## src/rtl/cpu_pkg.sv

```systemverilog
// rtl/cpu_pkg.sv - shared IR field positions, branch condition codes and sequencer states
package cpu_pkg;

   localparam int IR_W     = 32;
   localparam int RA_MSB   = 26;
   localparam int RA_LSB   = 23;
   localparam int C2_MSB   = 20;
   localparam int C2_LSB   = 19;
   localparam int DISP_LSB = 0;
   localparam int CNT_W    = 16;

   typedef enum logic [1:0] {
      COND_ZERO = 2'b00,
      COND_NZ   = 2'b01,
      COND_POS  = 2'b10,
      COND_NEG  = 2'b11
   } cond_t;

   typedef enum logic [1:0] {
      IDLE   = 2'd0,
      READ   = 2'd1,
      EVAL   = 2'd2,
      UPDATE = 2'd3
   } br_state_t;

   // Statistics counters stick at all-ones rather than wrapping to zero.
   function automatic logic [CNT_W-1:0] sat_inc(input logic [CNT_W-1:0] v);
      return (v == {CNT_W{1'b1}}) ? v : v + {{(CNT_W-1){1'b0}}, 1'b1};
   endfunction

endpackage

```

## src/rtl/branch_sequencer_if.sv

```systemverilog
// rtl/branch_sequencer_if.sv - control-unit / register-file / PC handshake bundle of the branch sequencer
// BRANCH_STATS_EN adds the taken / not-taken counters to the bundle.
interface branch_sequencer_if
   import cpu_pkg::*;
#(
   parameter int DATA_W = 32
);

   logic              start;
   logic              ready;
   logic [IR_W-1:0]   ir;
   logic [DATA_W-1:0] pc_in;
   logic [3:0]        reg_sel;
   logic              reg_rd;
   logic [DATA_W-1:0] bus_data;
   logic              con_ff;
   logic [DATA_W-1:0] pc_out;
   logic              pc_load;
   logic              done;
`ifdef BRANCH_STATS_EN
   logic [CNT_W-1:0]  taken_cnt;
   logic [CNT_W-1:0]  not_taken_cnt;
`endif

`ifdef BRANCH_STATS_EN
   modport master (
      output start, ir, pc_in, bus_data,
      input  ready, reg_sel, reg_rd, con_ff, pc_out, pc_load, done,
      input  taken_cnt, not_taken_cnt
   );

   modport slave (
      input  start, ir, pc_in, bus_data,
      output ready, reg_sel, reg_rd, con_ff, pc_out, pc_load, done,
      output taken_cnt, not_taken_cnt
   );
`else
   modport master (
      output start, ir, pc_in, bus_data,
      input  ready, reg_sel, reg_rd, con_ff, pc_out, pc_load, done
   );

   modport slave (
      input  start, ir, pc_in, bus_data,
      output ready, reg_sel, reg_rd, con_ff, pc_out, pc_load, done
   );
`endif

endinterface

```

## src/rtl/branch_cond_eval.sv

```systemverilog
// rtl/branch_cond_eval.sv - combinational branch condition test of a bus value against C2
module branch_cond_eval
   import cpu_pkg::*;
#(
   parameter int DATA_W = 32
) (
   input  cond_t             c2,
   input  logic [DATA_W-1:0] value,
   output logic              taken
);

   logic is_zero;
   logic is_neg;

   assign is_zero = (value == '0);
   assign is_neg  = value[DATA_W-1];

   always_comb begin
      taken = 1'b0;
      case (c2)
         COND_ZERO: taken = is_zero;
         COND_NZ:   taken = !is_zero;
         COND_POS:  taken = !is_neg && !is_zero;
         COND_NEG:  taken = is_neg;
         default:   taken = 1'b0;
      endcase
   end

endmodule

```

## src/rtl/branch_sequencer.sv

```systemverilog
// rtl/branch_sequencer.sv - four-state conditional branch sequencer (read Ra, test C2, load PC)
// BRANCH_STATS_EN adds saturating taken / not-taken branch counters.
module branch_sequencer
   import cpu_pkg::*;
#(
   parameter int DATA_W = 32,
   parameter int OFF_W  = 19
) (
   input logic                clk,
   input logic                rst_n,
   branch_sequencer_if.slave  bif
);

   br_state_t state;
   br_state_t state_d;

   logic [3:0]        ra_q;
   cond_t             c2_q;
   logic [OFF_W-1:0]  disp_q;
   logic [DATA_W-1:0] pc_q;

   logic              ready_q,   ready_d;
   logic              reg_rd_q,  reg_rd_d;
   logic              done_q,    done_d;
   logic              pc_load_q, pc_load_d;
   logic              con_q,     con_d;
   logic [DATA_W-1:0] pc_out_q,  pc_out_d;

   logic              accept;
   logic              taken;
   logic [DATA_W-1:0] disp_sext;
   logic [DATA_W-1:0] target;

   // Opcode and Rb fields are decoded by the control unit, not here.
   logic unused_ir;
   assign unused_ir = ^{bif.ir[IR_W-1:RA_MSB+1], bif.ir[RA_LSB-1:C2_MSB+1]};

   assign accept    = (state == IDLE) && bif.start;
   assign disp_sext = {{(DATA_W-OFF_W){disp_q[OFF_W-1]}}, disp_q};
   assign target    = pc_q + disp_sext;

   branch_cond_eval #(
      .DATA_W (DATA_W)
   ) u_cond (
      .c2    (c2_q),
      .value (bif.bus_data),
      .taken (taken)
   );

   always_ff @(posedge clk or negedge rst_n) begin
      if (!rst_n) begin
         state <= IDLE;
      end else begin
         state <= state_d;
      end
   end

   // Every output is decoded from the next state so it leaves a flop.
   always_comb begin
      state_d   = state;
      con_d     = con_q;
      pc_out_d  = pc_out_q;
      pc_load_d = 1'b0;
      case (state)
         IDLE:   if (bif.start) state_d = READ;
         READ:   state_d = EVAL;
         EVAL: begin
            state_d   = UPDATE;
            con_d     = taken;
            pc_out_d  = target;
            pc_load_d = taken;
         end
         UPDATE: state_d = IDLE;
         default: state_d = IDLE;
      endcase
      ready_d  = (state_d == IDLE);
      reg_rd_d = (state_d == READ) || (state_d == EVAL);
      done_d   = (state_d == UPDATE);
   end

   always_ff @(posedge clk or negedge rst_n) begin
      if (!rst_n) begin
         ready_q   <= 1'b1;
         reg_rd_q  <= 1'b0;
         done_q    <= 1'b0;
         pc_load_q <= 1'b0;
         con_q     <= 1'b0;
         pc_out_q  <= '0;
      end else begin
         ready_q   <= ready_d;
         reg_rd_q  <= reg_rd_d;
         done_q    <= done_d;
         pc_load_q <= pc_load_d;
         con_q     <= con_d;
         pc_out_q  <= pc_out_d;
      end
   end

   always_ff @(posedge clk or negedge rst_n) begin
      if (!rst_n) begin
         ra_q   <= '0;
         c2_q   <= COND_ZERO;
         disp_q <= '0;
         pc_q   <= '0;
      end else if (accept) begin
         ra_q   <= bif.ir[RA_MSB:RA_LSB];
         c2_q   <= cond_t'(bif.ir[C2_MSB:C2_LSB]);
         disp_q <= bif.ir[DISP_LSB +: OFF_W];
         pc_q   <= bif.pc_in;
      end
   end

   assign bif.ready   = ready_q;
   assign bif.reg_sel = ra_q;
   assign bif.reg_rd  = reg_rd_q;
   assign bif.con_ff  = con_q;
   assign bif.pc_out  = pc_out_q;
   assign bif.pc_load = pc_load_q;
   assign bif.done    = done_q;

`ifdef BRANCH_STATS_EN
   logic [CNT_W-1:0] taken_cnt_q;
   logic [CNT_W-1:0] not_taken_cnt_q;

   always_ff @(posedge clk or negedge rst_n) begin
      if (!rst_n) begin
         taken_cnt_q     <= '0;
         not_taken_cnt_q <= '0;
      end else if (state == EVAL) begin
         if (taken) begin
            taken_cnt_q <= sat_inc(taken_cnt_q);
         end else begin
            not_taken_cnt_q <= sat_inc(not_taken_cnt_q);
         end
      end
   end

   assign bif.taken_cnt     = taken_cnt_q;
   assign bif.not_taken_cnt = not_taken_cnt_q;
`endif

endmodule

```

## src/flat_wrapper.sv

```systemverilog
// flat-port wrapper written by rule: the top's interface ports become plain ports
module branch_sequencer_flat import cpu_pkg::*;
#(
   parameter int DATA_W = 32,
   parameter int OFF_W  = 19
)
  (clk, rst_n, bif_start, bif_ir, bif_pc_in, bif_bus_data, bif_ready, bif_reg_sel, bif_reg_rd, bif_con_ff, bif_pc_out, bif_pc_load, bif_done);
  branch_sequencer_if #(.DATA_W(DATA_W)) bif_i ();
  input logic clk;
  input logic rst_n;
  input wire logic [$bits(bif_i.start)-1:0] bif_start;
  input wire logic [$bits(bif_i.ir)-1:0] bif_ir;
  input wire logic [$bits(bif_i.pc_in)-1:0] bif_pc_in;
  input wire logic [$bits(bif_i.bus_data)-1:0] bif_bus_data;
  output wire logic [$bits(bif_i.ready)-1:0] bif_ready;
  output wire logic [$bits(bif_i.reg_sel)-1:0] bif_reg_sel;
  output wire logic [$bits(bif_i.reg_rd)-1:0] bif_reg_rd;
  output wire logic [$bits(bif_i.con_ff)-1:0] bif_con_ff;
  output wire logic [$bits(bif_i.pc_out)-1:0] bif_pc_out;
  output wire logic [$bits(bif_i.pc_load)-1:0] bif_pc_load;
  output wire logic [$bits(bif_i.done)-1:0] bif_done;
  assign bif_i.start = bif_start;
  assign bif_i.ir = bif_ir;
  assign bif_i.pc_in = bif_pc_in;
  assign bif_i.bus_data = bif_bus_data;
  assign bif_ready = bif_i.ready;
  assign bif_reg_sel = bif_i.reg_sel;
  assign bif_reg_rd = bif_i.reg_rd;
  assign bif_con_ff = bif_i.con_ff;
  assign bif_pc_out = bif_i.pc_out;
  assign bif_pc_load = bif_i.pc_load;
  assign bif_done = bif_i.done;
  branch_sequencer #(.DATA_W(DATA_W), .OFF_W(OFF_W)) u_core (.clk(clk), .rst_n(rst_n), .bif(bif_i));
endmodule
```

## config.mk

```make
export PLATFORM = sky130hd
export DESIGN_NAME = branch_sequencer_flat
export DESIGN_NICKNAME = d
export VERILOG_FILES = /design/src/rtl/cpu_pkg.sv /design/src/rtl/branch_sequencer_if.sv /design/src/rtl/branch_cond_eval.sv /design/src/rtl/branch_sequencer.sv /design/src/flat_wrapper.sv
export SDC_FILE = /design/constraint.sdc
export NUM_CORES = 1
export LEC_CHECK = 0
export ABC_AREA = 1
export CAP_MARGIN = 25
export CORE_MARGIN = 3
export CORE_UTILIZATION = 60
export DETAILED_ROUTE_END_ITERATION = 6
export DONT_BUFFER_PORTS = 1
export PLACE_DENSITY_LB_ADDON = 0.15
export SYNTH_ARGS = -nofsm -noshare
export SYNTH_HDL_FRONTEND = slang
export SYNTH_SLANG_ARGS = --single-unit
```

## constraint.sdc

```tcl
create_clock -name clk -period 4.3 [get_ports clk]
set_input_delay 0.86 -clock clk [delete_from_list [all_inputs] [get_ports clk]]
set_output_delay 0.86 -clock clk [all_outputs]
set_load 0.02 [all_outputs]
```

==> results.json <==
{
  "met3_usage_pct": 4.61,
  "nNetsFinal": 924,
  "synth_area_per_cell_um2": 7.65,
  "hold_buffers": 0,
  "rsz0062_at_grt": "no",
  "slew_viol_final": 0,
  "grt_pass1_vias": 4727,
  "hold_class": "input pin to async pin",
  "start_util_pct": 63.5,
  "cp.arrival_ns": 2.64,
  "synth_edf_count": 0,
  "final-setup-viol-count": 0,
  "grt_max_degree": 97,
  "layout-drive-gt1-share_pct": 11.5,
  "grt_use_met1_pct": 36.2,
  "die-area_um2": 11300,
  "synth_cell_type_count": 31,
  "syn2layout_area_growth_pct": 5.52,
  "placed_cell_area_um2": 6150,
  "fin_hold_ws_ns": 0.174,
  "syn_inst": 789,
  "path_clk_slew_ns": 0.11,
  "drt-initial-drc-count": 281,
  "pin_count": 140,
  "end_kind": "flop",
  "worst_ep_required_time_ns": 4.60,
  "status": "finished clean",
  "place.gp.congestion": 0.856,
  "die_w_um": 106,
  "cts-root-buf": "clkbuf_8",
  "use_met2_pct": 41.9,
  "fin_util_pct": 67.0,
  "overflow": 0,
  "cts_tree": "yes",
  "yosys_warnings": 0,
  "finClkSkew_ns": 0.0188,
  "fin_setup_tns_ns": 0,
  "insertion_delay_ns": 0.37,
  "design_area_um2": 6360,
  "async_reset_ff_share_pct": 100,
  "period_share_pct": 54.3,
  "start_kind": "flop",
  "relSlewSlack_pct": 36.6,
  "cts_buffers": 9,
  "dp_hpwl_mm": 11.1,
  "antenna_found_initial": 0,
  "rows": 35,
  "ys_seq_elements": 96,
  "top_usage_layer": "met2",
  "h-tree-depth": 3,
  "ant_nets": 0,
  "startpoint": "u_core.pc_q[0]$_DFFE_PN0P_",
  "dr.pass1.iters": 5,
  "syn_nets": 924,
  "cts_resized": 0,
  "hold_viol_final": 0,
  "crit_fanout": 5,
  "worstSetupPathType": "flop to flop",
  "r2r_start": "u_core.pc_q[0]$_DFFE_PN0P_",
  "core_um2": 9500,
  "die_h_um": 106,
  "ys_seq_area_share_pct": 39.8,
  "grt_pass1_wl_mm": 23.0,
  "clock_sinks": 96,
  "synth_area_um2": 6030,
  "clock_path_buffers": 2,
  "synth_flop_cell": "dfrtp_1",
  "vias_per_cell": 5.32,
  "track_usage_pct": 25.7,
  "drt-wirelength-per-cell_um": 15.1,
  "max_slew.worst_pin.slew_ns": 0.951,
  "period_needed_ns": 2.34,
  "wirelength_mm": 13.9,
  "post-cts-setup-buffers": 0,
  "maxCapViolations": 0,
  "fmax_mhz": 428,
  "via_count": 4907,
  "io_buffers": 0,
  "drc_errors": 0,
  "n_antenna_cell": 0
}
-- flip-flops by register name, summed over array words and instances, names as in the netlist --
| name | count |
|---|---|
| u_core.bif.pc_out | 32 |
| u_core.pc_q | 32 |
| u_core.disp_q | 19 |
| u_core.bif.reg_sel | 4 |
| u_core.c2_q | 2 |
| u_core.state | 2 |
| u_core.bif.con_ff | 1 |
| u_core.bif.done | 1 |
| u_core.bif.pc_load | 1 |
| u_core.bif.ready | 1 |
| u_core.bif.reg_rd | 1 |
-- worst paths after layout --
kind / end / slack, ns / depth (start not counted)
max: u_core.bif.pc_out[28]$_DFFE_PN0P_ / 1.96 / 11
min: u_core.disp_q[0]$_DFFE_PN0P_ / 0.17 / 0
max reg2reg: u_core.bif.pc_out[28]$_DFFE_PN0P_ / 1.96 / 11
min reg2reg: u_core.pc_q[16]$_DFFE_PN0P_ / 0.52 / 1
max in group asynchronous: u_core.bif.ready$_DFF_PN1_ / 3.91 / 0
min in group clk: u_core.pc_q[16]$_DFFE_PN0P_ / 0.52 / 1
-- stage by stage --
stage	cells	setup WS, ns
3_3_place_gp	907	1.96
3_5_place_dp	907	1.89
2_1_floorplan	789	2.46
6_report	923	1.96
5_1_grt	923	1.79
4_1_cts	923	2.00
-- area by class of cell --
| type | count | area (um^2) |
|---|---|---|
| fillers | 806 | 3140 |
| repair buffers | 2 | 15.0 |
| clock buffers | 10 | 138 |
| clock inverters | 6 | 75.1 |
| multi-input cells | 562 | 3130 |
| flip-flops and latches | 96 | 2400 |
| well taps | 129 | 161 |
| inverters | 118 | 443 |
-- cells in the mapped netlist, drive strengths merged, types with 4 or more instances --
cell type  number  share of area, %
clkbuf          5              0.31
dfrtp          95                39
nor2           65               4.2
nand2         286                18
xnor2          13               1.9
nand3          48               4.2
ha             35               7.3
inv           118               7.3
a21oi          24               2.1
nand3b          4              0.50
buf             8              0.66
mux2           55                10
o21ai          17               1.4
-- worst max-delay path, cell delays in order, from the launching register on --
cell	delay, ns
dfrtp_1	0.41
ha_1	0.26
fa_1	0.48
nand3_1	0.12
nand3_1	0.20
nand3_1	0.16
nand3_2	0.13
nand2_1	0.12
nand2_1	0.06
nand2_1	0.06
nand3_1	0.15
nand2_1	0.12
-- layer usage --
layer / vias to the layer above / wire length, um
met2: 192 / 6410
met4: 0 / 86
met1: 2238 / 6380
met5: - / 0
li1: 2469 / -
met3: 8 / 1050
-- logic make-up (layout without fill, tap and decap cells) --
family,count (synthesis),after routing,share of synthesized area (%)
fa+ha+maj,36,36,7.59
buf+inv,131,136,8.32
xor+xnor,14,14,2.03
mux,55,55,10.3
simple gates,410,410,27.7
flops,96,96,39.8
compound gates,47,47,4.25
-- cell usage in the layout (no fill, tap or decap) --
cell type   synthesis  final
a21o_1              1      1
a21oi_1            23     23
a21oi_2             1      1
a31oi_1             1      1
and2_1              1      1
buf_4               0      2
bufinv_16           0      1
clkbuf_8            0     10
clkinv_4            0      2
clkinvlp_4          0      1
dfrtp_1            95     95
dfstp_2             1      1
fa_1                1      1
ha_1               35     35
inv_1             117    117
inv_2               1      1
inv_6               0      1
inv_8               0      1
mux2_2             55     55
nand2_1           280    279
nand2_2             6      7
nand3_1            45     45
nand3_2             3      3
nand3b_1            4      4
nand4_1             3      3
nor2_1             62     62
nor2_2              3      3
nor3_1              2      2
nor3_2              1      1
o211ai_1            1      1
o21ai_0            11     11
o21ai_1             6      6
o21bai_1            2      2
o21bai_2            1      1
xnor2_1            13     13
xor2_1              1      1
Power is left out: the tool's default activity adds up to more than one toggle a clock period on the data nets, which glitch-free logic cannot reach.
